<file path="config.mk">
export PLATFORM = sky130hd
export DESIGN_NAME = cfg_membank_writer
export DESIGN_NICKNAME = d
export VERILOG_FILES = /design/src/rtl/cfg_membank_defs_pkg.sv /design/src/rtl/cfg_wl_onehot_decoder.sv /design/src/rtl/cfg_membank_writer.sv
export SDC_FILE = /design/constraint.sdc
export NUM_CORES = 1
export LEC_CHECK = 0
export CORE_MARGIN = 2
export CORE_UTILIZATION = 37
export DETAILED_ROUTE_END_ITERATION = 7
export GPL_ROUTABILITY_DRIVEN = 0
export SLEW_MARGIN = 10
export SYNTH_ARGS = -nofsm -noshare
export SYNTH_HDL_FRONTEND = slang
export SYNTH_SLANG_ARGS = --single-unit
</file>
<file path="constraint.sdc">
create_clock -name prog_clk -period 5 [get_ports prog_clk]
set_input_delay 0.75 -clock prog_clk [delete_from_list [all_inputs] [get_ports prog_clk]]
set_output_delay 0.75 -clock prog_clk [all_outputs]
set_load 0.005 [all_outputs]
</file>
<file path="src/rtl/cfg_membank_defs_pkg.sv">
// Shared definitions for the memory-bank (bl/wl) configuration writer:
// FSM state encoding and the default geometry used by the tile generators.
package cfg_membank_defs;

    localparam int NUM_BL_DEFAULT   = 66;
    localparam int NUM_WL_DEFAULT   = 66;
    localparam int WL_PULSE_DEFAULT = 2;

    localparam logic [2:0] ST_IDLE  = 3'd0;
    localparam logic [2:0] ST_SHIFT = 3'd1;
    localparam logic [2:0] ST_SETUP = 3'd2;
    localparam logic [2:0] ST_PULSE = 3'd3;
    localparam logic [2:0] ST_HOLD  = 3'd4;
    localparam logic [2:0] ST_DONE  = 3'd5;

    typedef enum logic [2:0] {
        IDLE  = ST_IDLE,
        SHIFT = ST_SHIFT,
        SETUP = ST_SETUP,
        PULSE = ST_PULSE,
        HOLD  = ST_HOLD,
        DONE  = ST_DONE
    } state_t;

endpackage

</file>
<file path="src/rtl/cfg_wl_onehot_decoder.sv">
// Row index to one-hot wordline decode; purely combinational, the parent
// registers the result so wl comes straight from flops.
module cfg_wl_onehot_decoder #(
    parameter int NUM_WL = 66
) (
    input  logic [$clog2(NUM_WL)-1:0] row_idx,
    input  logic                      enable,
    output logic [0:NUM_WL-1]         wl
);

    localparam int RW = $clog2(NUM_WL);

    // Compare-per-row keeps out-of-range indices from ever selecting a line.
    always_comb begin
        for (int i = 0; i < NUM_WL; i++) begin
            wl[i] = enable && (row_idx == RW'(i));
        end
    end

endmodule

</file>
<file path="src/rtl/cfg_membank_writer.sv">
// Serial-to-frame bitline loader with one wordline pulse per row for the
// memory-bank configuration interface of one tile column.
module cfg_membank_writer
    import cfg_membank_defs::*;
#(
    parameter int NUM_BL   = NUM_BL_DEFAULT,
    parameter int NUM_WL   = NUM_WL_DEFAULT,
    parameter int WL_PULSE = WL_PULSE_DEFAULT
) (
    input  logic                      prog_clk,
    input  logic                      pReset_n,
    input  logic                      start,
    input  logic                      abort,
    input  logic                      cfg_valid,
    input  logic                      cfg_data,
    output logic                      cfg_ready,
    output logic [0:NUM_BL-1]         bl,
    output logic [0:NUM_WL-1]         wl,
    output logic                      busy,
    output logic                      done,
    output logic [$clog2(NUM_WL)-1:0] row_idx
);

    localparam int BW = $clog2(NUM_BL);
    localparam int RW = $clog2(NUM_WL);
    localparam int PW = $clog2(WL_PULSE + 1);

    localparam logic [BW-1:0] BIT_LAST   = BW'(NUM_BL - 1);
    localparam logic [RW-1:0] ROW_LAST   = RW'(NUM_WL - 1);
    localparam logic [PW-1:0] PULSE_LAST = PW'(WL_PULSE - 1);

    state_t            state, state_nx;
    logic [BW-1:0]     bit_cnt, bit_cnt_nx;
    logic [RW-1:0]     row_nx;
    logic [PW-1:0]     pulse_cnt, pulse_cnt_nx;
    logic [0:NUM_WL-1] wl_nx;
    logic              pulse_nx;
    logic              shift_fire;

    assign cfg_ready  = (state == SHIFT);
    assign busy       = (state != IDLE);
    assign done       = (state == DONE);
    assign shift_fire = cfg_ready && cfg_valid && !abort;
    assign pulse_nx   = (state_nx == PULSE);

    // NOTE: every comb output gets a default before the case, so no path leaves it unassigned and no latch is inferred.
    always_comb begin
        state_nx     = state;
        bit_cnt_nx   = bit_cnt;
        row_nx       = row_idx;
        pulse_cnt_nx = pulse_cnt;
        case (state)
            IDLE: begin
                if (start) begin
                    state_nx   = SHIFT;
                    bit_cnt_nx = '0;
                    row_nx     = '0;
                end
            end
            SHIFT: begin
                if (cfg_valid) begin
                    if (bit_cnt == BIT_LAST) state_nx = SETUP;
                    else                     bit_cnt_nx = bit_cnt + 1'b1;
                end
            end
            SETUP: begin
                state_nx     = PULSE;
                pulse_cnt_nx = '0;
            end
            PULSE: begin
                if (pulse_cnt == PULSE_LAST) state_nx = HOLD;
                else                         pulse_cnt_nx = pulse_cnt + 1'b1;
            end
            HOLD: begin
                if (row_idx == ROW_LAST) begin
                    state_nx = DONE;
                end else begin
                    state_nx   = SHIFT;
                    row_nx     = row_idx + 1'b1;
                    bit_cnt_nx = '0;
                end
            end
            DONE: begin
                state_nx   = IDLE;
                row_nx     = '0;
                bit_cnt_nx = '0;
            end
            default: state_nx = IDLE;
        endcase
        // Abort overrides whatever the case decided, including a final HOLD->DONE.
        if (abort) begin
            state_nx   = IDLE;
            bit_cnt_nx = '0;
            row_nx     = '0;
        end
    end

    cfg_wl_onehot_decoder #(.NUM_WL(NUM_WL)) u_wl_dec (
        .row_idx (row_idx),
        .enable  (pulse_nx),
        .wl      (wl_nx)
    );

    // NOTE: non-blocking assignments for all state so every flop samples pre-edge values.
    always_ff @(posedge prog_clk or negedge pReset_n) begin
        if (!pReset_n) begin
            state     <= IDLE;
            bit_cnt   <= '0;
            row_idx   <= '0;
            pulse_cnt <= '0;
            wl        <= '0;
        end else begin
            state     <= state_nx;
            bit_cnt   <= bit_cnt_nx;
            row_idx   <= row_nx;
            pulse_cnt <= pulse_cnt_nx;
            wl        <= wl_nx;
        end
    end

    // NOTE: bl is a plain register bank driving the array, not a RAM, so it takes the async reset like any other flop.
    always_ff @(posedge prog_clk or negedge pReset_n) begin
        if (!pReset_n) begin
            bl <= '0;
        end else if (state_nx == IDLE) begin
            bl <= '0;
        end else if (shift_fire) begin
            bl[bit_cnt] <= cfg_data;
        end
    end

endmodule
</file>
==> results by group <==
Run status
  – Status: finished, final reports clean

Global routing
  – Vias in the first global route: 5067
  – Largest net degree at the start of global routing: 103
  – Grt ovf: 0
  – Initial antenna violation count: 0
  – GRT Overall Usage: 18.7%
  – First-pass GRT wire length: 26700 um

STA
  – Slew margin rel.: 22.7%
  – Final period utilization: 57.0%
  – Setup TNS: 0 ps
  – Final Max Slew Viols: 0
  – Clock period minus worst slack: 2850 ps
  – Slew @ Worst Pin: 1160 ps
  – Fmax achieved: 0.351 GHz
  – Unrepaired setup endpoints after global routing: no
  – # setup viols final: 0
  – Fin. Hold Viols: 0
  – Setup Skew: 11.5 ps

Synthesis
  – Register bit total from synthesis: 151
  – Sequential share of the synthesized area: 58.9%
  – Post-Syn Nets: 684
  – Post-synth top area cell: dfrtp_1
  – Post-synth ARST share: 100%
  – Mapped cell area: 6420 um2
  – Area contributors post-synth: dfrtp_1 59%, nor2_1 7.7%, nand2_1 5.1%
  – Mapped Avg Cell Area: 9.56 um2
  – Synth top cells by count: 151 x dfrtp_1, 132 x nor2_1, 87 x nand2_1
  – Synth Instances: 671
  – Top FF cell, synth: dfrtp_1
  – Synthesis warning total: 0
  – Number of synthesized flops with an enable pin: 0
  – Synth unique cells: 39
  – Cell with the most instances after synthesis: dfrtp_1
  – Yosys top cell area share: 58.9%

Floorplan
  – Core box area: 17100 um2
  – Die area: 18400 um2
  – Die Height: 136 um
  – Die X: 136 um
  – Ports: 148
  – Std cell rows: 48
  – Initial Util: 37.5%

Drt
  – Via count: 5236
  – Drt pass-1 iters: 5
  – Drt initial violations: 409
  – Routed WL: 16900 um
  – Post-DRT Antenna Nets: 0
  – Residual DRC: 0
  – Vias per std cell: 5.05
  – DR WL/cell: 16.3 um

Layout
  – Layout cells sized above 1: 7.14%
  – N_diodes: 0
  – P&R area growth vs syn: 33.2%
  – Nets: 812
  – Core Util, Final: 49.9%
  – Fillers: 1596

CTS
  – Worst-path clk slew: 60 ps
  – CTS tree: built
  – TritonCTS Buffers: 17
  – Post-CTS Setup Inserts: 0
  – H-Tree Level Count: 4
  – Clk Latency, worst-skew pair: 420 ps
  – Post-CTS sizing: 0
  – Num Clock Sinks: 151
  – Root Driver: clkbuf_16
  – Max clock buf depth: 2
  – CTS Hold Bufs: 0

Min path
  – Min-Delay Path Class: in -> async

Pwr
  – P_leak: 3.46 nW
  – Power density over the cells: 294 nW/um2
  – VDD IR max: 230 uV

Placement
  – Buffers on Ports: 147
  – Dpl hpwl: 11600 um

Setup path
  – CP startpoint kind: input pin
  – Critical Path AT: 3100 ps
  – Crit path launch: abort
  – Start of the worst register-to-register path: row_idx[1]
  – CP max FO: 10
  – Critical path type: in -> reg
  – CP endpoint kind: flop
  – Worst EP required: 5250 ps

Job
  – Maximum Capacitance Violations: 0
## worst max-delay path, stage by stage
cell and delay (ps):
clkdlybuf4s50_1 540, or4b_1 680, nor4_2 830, nand2_1 120, nand2_1 110, a21oi_1 60
## path summary, 6_finish.rpt
kind / end / slack, ps / depth (start not counted)
worst min register to register: pulse_cnt[1] / 520 / 2
worst min-delay path: bl[23] / 420 / 1
worst max-delay path: bl[64] / 2150 / 6
min in group prog_clk: pulse_cnt[1] / 520 / 2
max in group asynchronous: wl[8] / 3360 / 2
worst max register to register: bl[51] / 2180 / 8
## stage by stage
stage	cell area, um2	cells	setup slack, ps	hold WS [ps]	power, mW
finish	8550	1037	2150	420	2.51
global route	8550	1037	1920	510	2.61
CTS	8550	1037	2160	488	2.54
detailed placement	7990	1005	1750	508	1.33
global placement	7990	1005	1780	487	1.33
floorplan	6420	671	2440	454	1.29
## flip-flops by register name (all words and copies together) (netlist names)
signal     flops
row_idx        7
wl            66
bl            66
state          3
bit_cnt        7
pulse_cnt      2
## kinds of logic (layout without fill, tap and decap cells)
| kind of cell | after synthesis | after routing | share of synthesized area [%] |
|---|---|---|---|
| AOI/OAI and AO/OA | 122 | 122 | 10.2 |
| adders and majority gates | 7 | 7 | 1.36 |
| buffers and inverters | 55 | 196 | 4.13 |
| DFF | 151 | 151 | 58.9 |
| muxes | 20 | 20 | 3.12 |
| and+or+nand+nor | 316 | 316 | 22.3 |
## cell usage in the layout, fill, tap and decap left out, types with 3 or more instances in the layout
cell	instances
mux2i_1	20
nor2_1	131
clkinv_4	3
or3_1	7
inv_1	12
nand3_1	30
nor2b_1	6
clkdlybuf4s50_1	145
buf_4	5
nand2b_1	7
inv_6	5
inv_8	4
nand2_1	87
o21ai_0	50
a21oi_1	57
ha_1	7
or3b_2	4
o31ai_1	5
dfrtp_1	151
nand4_1	5
clkbuf_16	17
nor2_2	7
nor3_1	13
## area by class of cell
class	count	area, um2	area share, %
clock buffer	17	425	4.98
clock inverter	15	133	1.55
inverter	12	45.0	0.527
multi-input combinational	465	2380	27.8
sequential	151	3780	44.2
tap	225	282	3.29
timing repair buffer	152	1510	17.6
## layer usage
| layer | routed length, um | vias to the layer above | GRT usage [%] |
|---|---|---|---|
| met2 | 7940 | 144 | 29.3 |
| met4 | 369 | 0 | 6.77 |
| met1 | 7800 | 2567 | 25.6 |
| met5 | 0 | - | 0 |
| li1 | - | 2504 | - |
| met3 | 734 | 21 | 4.23 |
## power by group
part / total (mW) / switching [mW] / internal (mW)
registers: 1.23 / 0.00450 / 1.22
logic: 0.0820 / 0.0642 / 0.0178
clock network: 1.20 / 0.548 / 0.656
total: 2.51 / 0.616 / 1.90
Note: power is estimated with default switching activity, not from simulation.
